$ cat src/rtl/subservient_gpio_bank.sv
// subservient_gpio_bank: WIDTH-channel GPIO slave on the subservient Wishbone port.
// Registers: 0 OUT, 1 IN, 2 OE, 3 IRQ_EN, 4 IRQ_STAT (W1C); 5..7 read as zero.
// The rising-edge interrupt logic is only built when SUBSERVIENT_GPIO_BANK_IRQ_EN
// is defined. Without it, addresses 3/4 read 0 and o_irq is tied low.
// Register fields are kept 32 bits wide, with bits >= WIDTH held at 0.
// This lets the whole data bus take part in the write path.
module subservient_gpio_bank #(
    parameter int WIDTH       = 8,
    parameter int SYNC_STAGES = 2
) (
    input  logic             i_wb_clk,
    input  logic             i_wb_rst,
    input  logic [2:0]       i_wb_adr,
    input  logic [31:0]      i_wb_dat,
    input  logic [3:0]       i_wb_sel,
    input  logic             i_wb_we,
    input  logic             i_wb_stb,
    output logic [31:0]      o_wb_rdt,
    output logic             o_wb_ack,
    input  logic [WIDTH-1:0] i_gpio,
    output logic [WIDTH-1:0] o_gpio,
    output logic [WIDTH-1:0] o_gpio_oe,
    output logic             o_irq
);

    localparam logic [31:0] WMASK = (WIDTH >= 32) ? 32'hFFFF_FFFF
                                                  : ((32'h1 << WIDTH) - 32'h1);

    logic                                 acc;
    logic                                 wr;
    logic [31:0]                          wm;
    logic [31:0]                          out_q;
    logic [31:0]                          oe_q;
    logic [SYNC_STAGES-1:0][WIDTH-1:0]    sync_q;
    logic [WIDTH-1:0]                     in_q;
    logic [31:0]                          in_ext;
    logic [31:0]                          rd_mux;

    // A new access is accepted only when no ack is pending, so a held stb
    // alternates ack high and low.
    assign acc = i_wb_stb & ~o_wb_ack;
    assign wr  = acc & i_wb_we;
    assign wm  = {{8{i_wb_sel[3]}}, {8{i_wb_sel[2]}}, {8{i_wb_sel[1]}}, {8{i_wb_sel[0]}}} & WMASK;

    assign in_q      = sync_q[SYNC_STAGES-1];
    assign o_gpio    = out_q[WIDTH-1:0];
    assign o_gpio_oe = oe_q[WIDTH-1:0];

    // Zero-extend the synchronised inputs to the bus width.
    always_comb begin
        in_ext            = '0;
        in_ext[WIDTH-1:0] = in_q;
    end

    // Input synchroniser chain. Stage 0 samples the pad, and the last stage is IN.
    always_ff @(posedge i_wb_clk) begin
        if (i_wb_rst) begin
            sync_q <= '0;
        end else begin
            sync_q[0] <= i_gpio;
            for (int k = 1; k < SYNC_STAGES; k++)
                sync_q[k] <= sync_q[k-1];
        end
    end

    // OUT and OE registers: byte-enabled writes, with bits >= WIDTH masked off.
    always_ff @(posedge i_wb_clk) begin
        if (i_wb_rst) begin
            out_q <= '0;
            oe_q  <= '0;
        end else if (wr) begin
            if (i_wb_adr == 3'd0) out_q <= (out_q & ~wm) | (i_wb_dat & wm);
            if (i_wb_adr == 3'd2) oe_q  <= (oe_q  & ~wm) | (i_wb_dat & wm);
        end
    end

`ifdef SUBSERVIENT_GPIO_BANK_IRQ_EN
    logic [31:0]      en_q;
    logic [31:0]      stat_q;
    logic [WIDTH-1:0] prev_q;
    logic [31:0]      rise_ext;
    logic [31:0]      clr;

    // Rising edges of IN, and the bits being cleared by a W1C write to IRQ_STAT.
    always_comb begin
        rise_ext            = '0;
        rise_ext[WIDTH-1:0] = in_q & ~prev_q;
        clr                 = (wr && i_wb_adr == 3'd4) ? (i_wb_dat & wm) : '0;
    end

    // Enable, status and edge-detect state. A new edge overrides a
    // same-cycle clear, and masked edges are not remembered.
    always_ff @(posedge i_wb_clk) begin
        if (i_wb_rst) begin
            en_q   <= '0;
            stat_q <= '0;
            prev_q <= '0;
            o_irq  <= 1'b0;
        end else begin
            prev_q <= in_q;
            if (wr && i_wb_adr == 3'd3) en_q <= (en_q & ~wm) | (i_wb_dat & wm);
            stat_q <= (stat_q & ~clr) | (rise_ext & en_q);
            o_irq  <= |(stat_q & en_q);
        end
    end
`else
    assign o_irq = 1'b0;
`endif

    // Read mux. Unmapped addresses, and the IRQ pair when the IRQ logic is absent, read 0.
    always_comb begin
        rd_mux = '0;
        case (i_wb_adr)
            3'd0:    rd_mux = out_q;
            3'd1:    rd_mux = in_ext;
            3'd2:    rd_mux = oe_q;
`ifdef SUBSERVIENT_GPIO_BANK_IRQ_EN
            3'd3:    rd_mux = en_q;
            3'd4:    rd_mux = stat_q;
`endif
            default: rd_mux = '0;
        endcase
    end

    // Bus response: one-cycle ack, with read data captured on every accepted access.
    always_ff @(posedge i_wb_clk) begin
        if (i_wb_rst) begin
            o_wb_ack <= 1'b0;
            o_wb_rdt <= '0;
        end else begin
            o_wb_ack <= acc;
            if (acc) o_wb_rdt <= rd_mux;
        end
    end

endmodule

$ cat config.mk
export PLATFORM = sky130hd
export DESIGN_NAME = subservient_gpio_bank
export DESIGN_NICKNAME = d
export VERILOG_FILES = /design/src/rtl/subservient_gpio_bank.sv
export SDC_FILE = /design/constraint.sdc
export NUM_CORES = 1
export LEC_CHECK = 0
export CORE_MARGIN = 2
export CORE_UTILIZATION = 30
export DETAILED_ROUTE_END_ITERATION = 8
export PLACE_DENSITY = 0.67
export SYNTH_ARGS = -nofsm -noshare
export SYNTH_HDL_FRONTEND = slang
export SYNTH_SLANG_ARGS = --single-unit
$ cat constraint.sdc
create_clock -name i_wb_clk -period 1.7 [get_ports i_wb_clk]
set_input_delay 0.34 -clock i_wb_clk [delete_from_list [all_inputs] [get_ports i_wb_clk]]
set_output_delay 0.34 -clock i_wb_clk [all_outputs]
set_load 0.03 [all_outputs]
==> metrics.md, run 1 <==
| Metric | Value |
|---|---|
| Area growth, synth to finish | `36.16%` |
| Layout cells sized above 1 | `0.1107` |
| Starting DRC count in detailed routing | `64` |
| VDD IR-drop max | `0.2799 mV` |
| Clk_lat worst skew | `0.29 ns` |
| Largest net degree at the start of global routing | `25` |
| Pwr dens | `768.5 mW/mm2` |
| EDFF count, synth | `0` |
| Row cnt | `28` |
| Sequential-to-total area share from yosys stat | `0.4450` |
| Core Util, Final | `0.4241` |
| Worst Reg-to-Reg Cells | `3` |
| Die Height | `82.41 um` |
| Simple-gate share of the synthesized area | `0.2117` |
| Worst slew margin | `0.5841` |
| Minimum clock period after layout | `1.662 ns` |
| Prevailing post-synth register cell | `dfxtp_1` |
| Crit share post-route | `0.9775` |
| Drt via density | `4.461` |
| Max Cap Viol | `0` |
| Initial core utilization | `0.3115` |
| Adder-cell share of the synthesized area | `0` |
| Asr flop ratio synth | `0` |
| DRT Pass-1 Iters | `4` |
| Post-DP Area | `0.002391 mm2` |
| Post-synth top area cell | `dfxtp_1` |
| Drt wl/cell | `12.45 um` |
| Worst path cell trace | `clkdlybuf4s50_1` |
| WP depth | `1` |
| Worst path slowest cell | `clkdlybuf4s50_1` |
| Crit path kind | `reg -> out` |
| Yosys warning count | `0` |
| Width of the die | `82.41 um` |
| RSZ-0062 raised after global routing | `no` |
| Root Driver | `clkbuf_8` |
| Final hold vios | `0` |
| Max FO, Critical Path | `3` |
| Routed WL | `3970 um` |
| Status | `finished, final reports clean` |
| Cells after DPL | `311` |
| Global-route wire length before repair | `6313 um` |
| Worst path bufs/invs | `1` |
| DRC violations left | `0` |
| Synth top area cells | `dfxtp_1 45%, buf_4 10%, mux2i_1 8.7%, nand2b_1 5.8%, nor2b_1 5.4%` |
| Critical Path AT | `1.32 ns` |
| Slowest stage delay, CP | `0.68 ns` |
| IO Port Bufs | `48` |
| Commonest cells post-synth | `41 x dfxtp_1, 25 x buf_4, 17 x nand2b_1` |
| Hold Buf Count CTS | `0` |
| Clock Sinks | `41` |
| Post-Synth XOR/XNOR Area | `0` |
| Largest family of logic cells by synthesized area | `simple AND/OR/NAND/NOR gates` |
| R2R setup slack | `0.36 ns` |
| CTS max path bufs | `2` |
| Mean post-synth cell area | `9.969 um2` |
| Total GRT Usage | `0.1264` |
| Req. time, crit path | `1.36 ns` |
| Via count | `1423` |
| Final Skew | `0.007072 ns` |
| Fmax | `601.8 MHz` |
| Post-CTS setup buffers | `0` |
| Synth Area in Compound Gates | `0.1208` |
| Clock-pin slew on the worst setup and hold paths | `0.08 ns` |
| Dpl hpwl | `2933 um` |
| I/O pin count | `101` |
| Nets@finish | `294` |
| Antenna fix cells | `0` |
| Top-area cell type share of the netlist area | `0.4450` |
| Top Family by Delay on Critical Path | `buffers and inverters` |
| Critical Path End Type | `primary output` |
| Mux cell area share after synthesis | `0.08684` |
| Total core area | `0.005921 mm2` |
| Routed Antenna Nets | `0` |
| Post-Synthesis Cells | `185` |
| Fin. max-slew vios | `0` |
| Distinct cells, synth | `22` |
| TritonCTS clock tree | `done` |
| GPL Wtd Cong | `0.7104` |
| Final Non-Filler Cells | `319` |
| Fill cell count | `591` |
| Yosys reg bits | `41` |
| H-tree levels | `2` |
| Vias in the first global route | `1324` |
| Cell with the most instances after synthesis | `dfxtp_1` |
| Worst hold path depth | `1` |
| Met2 Resource Use GR | `0.1903` |
| Post-route cell area | `0.002511 mm2` |
| GRT busiest layer | `met2` |
| Final setup fails | `0` |
| CP startpoint kind | `flop` |
| Num CTS Buffers | `5` |
| DIE AREA | `0.006791 mm2` |
| Leakage | `0.001259 uW` |
| Initial antenna violation count | `0` |
| Hold WC Path Type | `reg -> reg` |
| Syn Std Cell Area | `0.001844 mm2` |
| Total gr overflow | `0` |
| GRT met1 Usage | `0.1537` |
| Met3 Use GR | `0.05217` |
| Slew @ Worst Pin | `0.6238 ns` |
worst paths after layout:
kind / endpoint / start
max: o_gpio_oe[2] / flop
max reg2reg: o_wb_rdt[6]$_SDFFE_PP0N_ / o_wb_ack$_SDFF_PP0_
min: in_q[2]$_SDFF_PP0_ / sync_q[2]$_SDFF_PP0_
min reg2reg: in_q[2]$_SDFF_PP0_ / sync_q[2]$_SDFF_PP0_
timing repair:
item | in CTS | in global routing
endpoints found under the hold margin | 0 | 0
pin swaps | 0 | 0
resized for setup | 7 | 13
setup endpoints to repair | 7 | 13
routing by layer:
layer  part of all wire  up-vias
met5                  0        -
met4              0.020        0
met3              0.091        7
met2               0.47       48
met1               0.42      662
li1                   -      706
report_power, final:
| group | internal, uW | total (uW) | switching (uW) |
|---|---|---|---|
| clock | 329 | 668 | 339 |
| sequential | 981 | 990 | 8.72 |
| combinational | 111 | 272 | 161 |
| total | 1420 | 1930 | 508 |
layout by cell type (no fill, tap or decap), types with 8 or more instances in the layout:
cell | netlist | final
mux2i_1 | 16 | 16
o21ai_0 | 16 | 16
dlymetal6s2s_1 | 0 | 13
dfxtp_1 | 41 | 41
buf_4 | 25 | 14
clkdlybuf4s50_1 | 0 | 28
nand2b_1 | 17 | 17
nand4_1 | 8 | 8
a21oi_1 | 9 | 9
conb_1 | 1 | 25
nand3b_1 | 9 | 9
a22o_1 | 8 | 8
nor2b_1 | 16 | 16
cells by family (layout without fill, tap and decap cells):
family	after synthesis	count (layout)
other	1	25
AND/OR/NAND/NOR	56	56
flip-flops	41	41
AO/OA/AOI/OAI	34	34
multiplexers	16	16
buffers and inverters	37	72
area by class of cell:
| class | instances | area (um2) | area share |
|---|---|---|---|
| inverters | 1 | 3.754 | 0.001495 |
| well taps | 75 | 93.84 | 0.03737 |
| clock buffers | 6 | 82.58 | 0.03288 |
| repair buffers | 63 | 629.4 | 0.2506 |
| multi-input cells | 131 | 867.1 | 0.3453 |
| clock inverters | 2 | 13.76 | 0.005481 |
| flip-flops and latches | 41 | 820.8 | 0.3269 |
per-stage QoR:
step / hold slack (ns) / total power [uW] / TNS [ns] / worst slack, ns
CTS: 0.4444 / 1958 / 0 / 0.0005262
floorplan: 0.4138 / 1222 / 0 / 0.3348
finish: 0.4397 / 1930 / 0 / 0.03830
global route: 0.4530 / 2025 / 0 / 0.001355
detailed placement: 0.4254 / 1287 / -0.1130 / -0.04377
global placement: 0.4229 / 1286 / -0.08464 / -0.01446
Power figures use the tool's default switching activity.
==> inputs of run 2 (changes only) <==
--- a/config.mk
+++ b/config.mk
@@ -7,6 +7,7 @@
 export LEC_CHECK = 0
 export CORE_MARGIN = 2
 export CORE_UTILIZATION = 30
+export CTS_CLUSTER_SIZE = 10
 export DETAILED_ROUTE_END_ITERATION = 8
 export PLACE_DENSITY = 0.67
 export SYNTH_ARGS = -nofsm -noshare
==> results of run 2 <==
Same layout as run 1: the final DEF is identical, and so are final timing and power.
==> inputs of run 3 (changes only) <==
--- a/config.mk
+++ b/config.mk
@@ -5,6 +5,7 @@
 export SDC_FILE = /design/constraint.sdc
 export NUM_CORES = 1
 export LEC_CHECK = 0
+export ABC_AREA = 1
 export CORE_MARGIN = 2
 export CORE_UTILIZATION = 30
 export CTS_CLUSTER_SIZE = 10
==> run 3 against run 2 <==
Setup slack improved by 0.021 ns. Cell count up 11%. Synthesized cell count rose by 22%. Non-clock buffer count fell by 5. Via count rose by 11%. Register-to-register slack improved by 0.16 ns. Synthesized area shrank 1.4%. Routed wire length rose by 0.86%. Sequential share of layout area is 1.3 points higher. Critical path type unchanged. Critical endpoint is now o_wb_rdt[5].
==> metrics.md, run 3 <==
| Metric | Value |
|---|---|
| Status | `finished, final reports clean` |
| Most common cell after layout, fill and taps aside | `dfxtp_1` |
| Final Skew | `0.002376 ns (-0.004695 ns)` |
| Vias in the first global route | `1410 (+6.5%)` |
| Worst path slowest cell | `clkdlybuf4s50_1` |
| Critical Path AT | `1.30 ns (-0.02 ns)` |
| Post-synth top area cell | `dfxtp_1` |
| Req. time, crit path | `1.36 ns (about the same)` |
| Clock-pin slew on the worst setup and hold paths | `0.07 ns (about the same)` |
| Yosys warning count | `0 (unchanged)` |
| Yosys reg bits | `41 (unchanged)` |
| Total GRT Usage | `0.1263 (about the same)` |
| Distinct cells, synth | `22 (unchanged)` |
| Hold WC Path Type | `reg -> reg` |
| Global-route wire length before repair | `6354 um (+0.65%)` |
| TritonCTS clock tree | `done` |
| Commonest cells post-synth | `41 x dfxtp_1, 33 x nor2_1, 26 x buf_4` |
| Nets@finish | `331 (+13%)` |
| Sequential-to-total area share from yosys stat | `0.4515 (+0.006432)` |
| Mean post-synth cell area | `8.080 um2 (-19%)` |
| Worst hold path depth | `2 (+1)` |
| Worst path cell trace | `clkdlybuf4s50_1` |
| Cells after DPL | `348 (+12%)` |
| CTS max path bufs | `2 (unchanged)` |
| Width of the die | `81.85 um (-0.68%)` |
| Drt wl/cell | `11.28 um (-9.4%)` |
| IO Port Bufs | `48 (unchanged)` |
| Dpl hpwl | `3059 um (+4.3%)` |
| Fin. max-slew vios | `0 (unchanged)` |
| Pwr dens | `780.7 mW/mm2 (+1.6%)` |
| RSZ-0062 raised after global routing | `no` |
| Setup_tns | `0 ns (unchanged)` |
| DRC violations left | `0 (unchanged)` |
| Row cnt | `28 (unchanged)` |
| DIE AREA | `0.006699 mm2 (-1.4%)` |
| Critical Path End Type | `primary output` |
| Clk_lat worst skew | `0.29 ns (about the same)` |
| Drt via density | `4.445 (-0.35%)` |
| Crit path kind | `reg -> out` |
| Slowest stage delay, CP | `0.67 ns (about the same)` |
| Final Non-Filler Cells | `355 (+11%)` |
| GPL Wtd Cong | `0.8219 (+16%)` |
| Asr flop ratio synth | `0 (unchanged)` |
| DRT Pass-1 Iters | `5 (+1)` |
| Initial core utilization | `0.3089 (-0.002610)` |
| Minimum clock period after layout | `1.640 ns (-0.02141 ns)` |
| Crit share post-route | `0.9649 (-0.01260)` |
| Root Driver | `clkbuf_8` |
| CP startpoint kind | `flop` |
| Cell with the most instances after synthesis | `dfxtp_1` |
| Total gr overflow | `0 (unchanged)` |
| H-tree levels | `2 (unchanged)` |
| Most frequent cells in the layout | `41 x dfxtp_1, 33 x nor2_1, 29 x clkdlybuf4s50_1` |
| WP depth | `1 (unchanged)` |
| VDD IR-drop max | `0.4395 mV (+57%)` |
| Worst Reg-to-Reg Cells | `5 (+2)` |
| EDFF count, synth | `0 (unchanged)` |
| Post-Synthesis Cells | `225 (+22%)` |
| Synth top area cells | `dfxtp_1 45%, buf_4 11%, nor2_1 6.8%, nand3_1 6.6%, inv_1 3.9%` |
| Layout cells sized above 1 | `0.09286 (-0.01780)` |
| Fmax | `609.7 MHz (+1.3%)` |
| Final hold vios | `0 (unchanged)` |
| Max FO, Critical Path | `2 (-1)` |
| Total core area | `0.005886 mm2 (-0.59%)` |
| Prevailing post-synth register cell | `dfxtp_1` |
| Syn Std Cell Area | `0.001818 mm2 (-1.4%)` |
| Largest net degree at the start of global routing | `26 (+4.0%)` |
| Starting DRC count in detailed routing | `111 (+73%)` |
| Worst path bufs/invs | `1 (unchanged)` |
| Max Cap Viol | `0 (unchanged)` |
| Fill cell count | `622 (+5.2%)` |
| Top-area cell type share of the netlist area | `0.4515 (+0.006432)` |
| Leakage | `0.001236 uW (-1.8%)` |
| I/O pin count | `101 (unchanged)` |
| Antenna fix cells | `0 (unchanged)` |
| Final setup fails | `0 (unchanged)` |
| Routed Antenna Nets | `0 (unchanged)` |
| Initial antenna violation count | `0 (unchanged)` |
| Routed WL | `4004 um (+0.86%)` |
| Area growth, synth to finish | `32.97%` |
| Clock Sinks | `41 (unchanged)` |
| Via count | `1578 (+11%)` |
| Top Family by Delay on Critical Path | `buffers and inverters` |
| Die Height | `81.85 um (-0.68%)` |
| Num CTS Buffers | `5 (unchanged)` |
-- run 3: cell type report --
cell class | instances | area [um2] | share of cell area
Sequential cell | 41 | 820.8 | 0.3395
Multi-Input combinational cell | 153 | 752.0 | 0.3111
Timing Repair Buffer | 58 | 585.6 | 0.2422
Tap cell | 75 | 93.84 | 0.03882
Clock buffer | 7 | 86.33 | 0.03571
Inverter | 21 | 78.83 | 0.03261
-- run 3: repair_timing --
item | 4_1_cts | 5_1_grt
setup buffers | 0 | 0
gates resized for setup | 8 | 11
hold endpoints to repair | 0 | 0
endpoints found under the setup margin | 8 | 11
hold buffers | 0 | 0
-- run 3: through the flow --
step	total power [uW]	utilization	worst slack, ns	hold WS [ns]	instance area (um2)
after floorplan	1232	-	0.4026	0.3883	1908
after global placement	1287	0.3931	0.01519	0.3928	2313
after detailed placement	1291	0.3931	0.0007490	0.3939	2313
after CTS	1909	0.4060	0.0007916	0.4037	2390
after global routing	1988	0.4107	0.001744	0.4104	2417
final	1887	0.4107	0.05971	0.4033	2417
-- run 3: routing by layer --
| layer | vias to the layer above | wire, um | track usage |
|---|---|---|---|
| met1 | 720 | 1693 | 0.1419 |
| met3 | 7 | 271 | 0.04615 |
| met2 | 57 | 1972 | 0.2154 |
| met4 | 0 | 68 | 0.05167 |
| li1 | 794 | - | - |
| met5 | - | 0 | 0 |
-- run 3: power breakdown --
group / internal, uW / switching, uW / leakage [uW] / total (uW)
logic: 92.7 / 178 / 0.000857 / 271
clock network: 322 / 299 / 0.0000443 / 621
registers: 985 / 10.4 / 0.000334 / 995
total: 1400 / 488 / 0.00124 / 1890
-- run 3: final timing paths --
| check | endpoint | slack, ns | from |
|---|---|---|---|
| setup reg to reg | flop | 0.52 | o_wb_ack$_SDFF_PP0_ |
| hold / removal | in_q[4]$_SDFF_PP0_ | 0.40 | sync_q[4]$_SDFF_PP0_ |
| setup / recovery | o_wb_rdt[5] | 0.06 | o_wb_rdt[5]$_SDFFE_PP0N_ |
| hold reg to reg | in_q[4]$_SDFF_PP0_ | 0.40 | sync_q[4]$_SDFF_PP0_ |
-- run 3: cell families (layout without fill, tap and decap cells) --
| kind of cell | count (synthesis) | count (layout) | share of synthesized area |
|---|---|---|---|
| simple gates | 104 | 104 | 0.2959 |
| other cells | 1 | 25 | 0.002063 |
| compound gates | 24 | 24 | 0.06607 |
| flops | 41 | 41 | 0.4515 |
| buf+inv | 55 | 86 | 0.1844 |
-- run 3: tightest hold or removal path: stages (launching register included) --
cell     delay, ns
dfxtp_1       0.30
inv_1         0.04
nor2_1        0.03
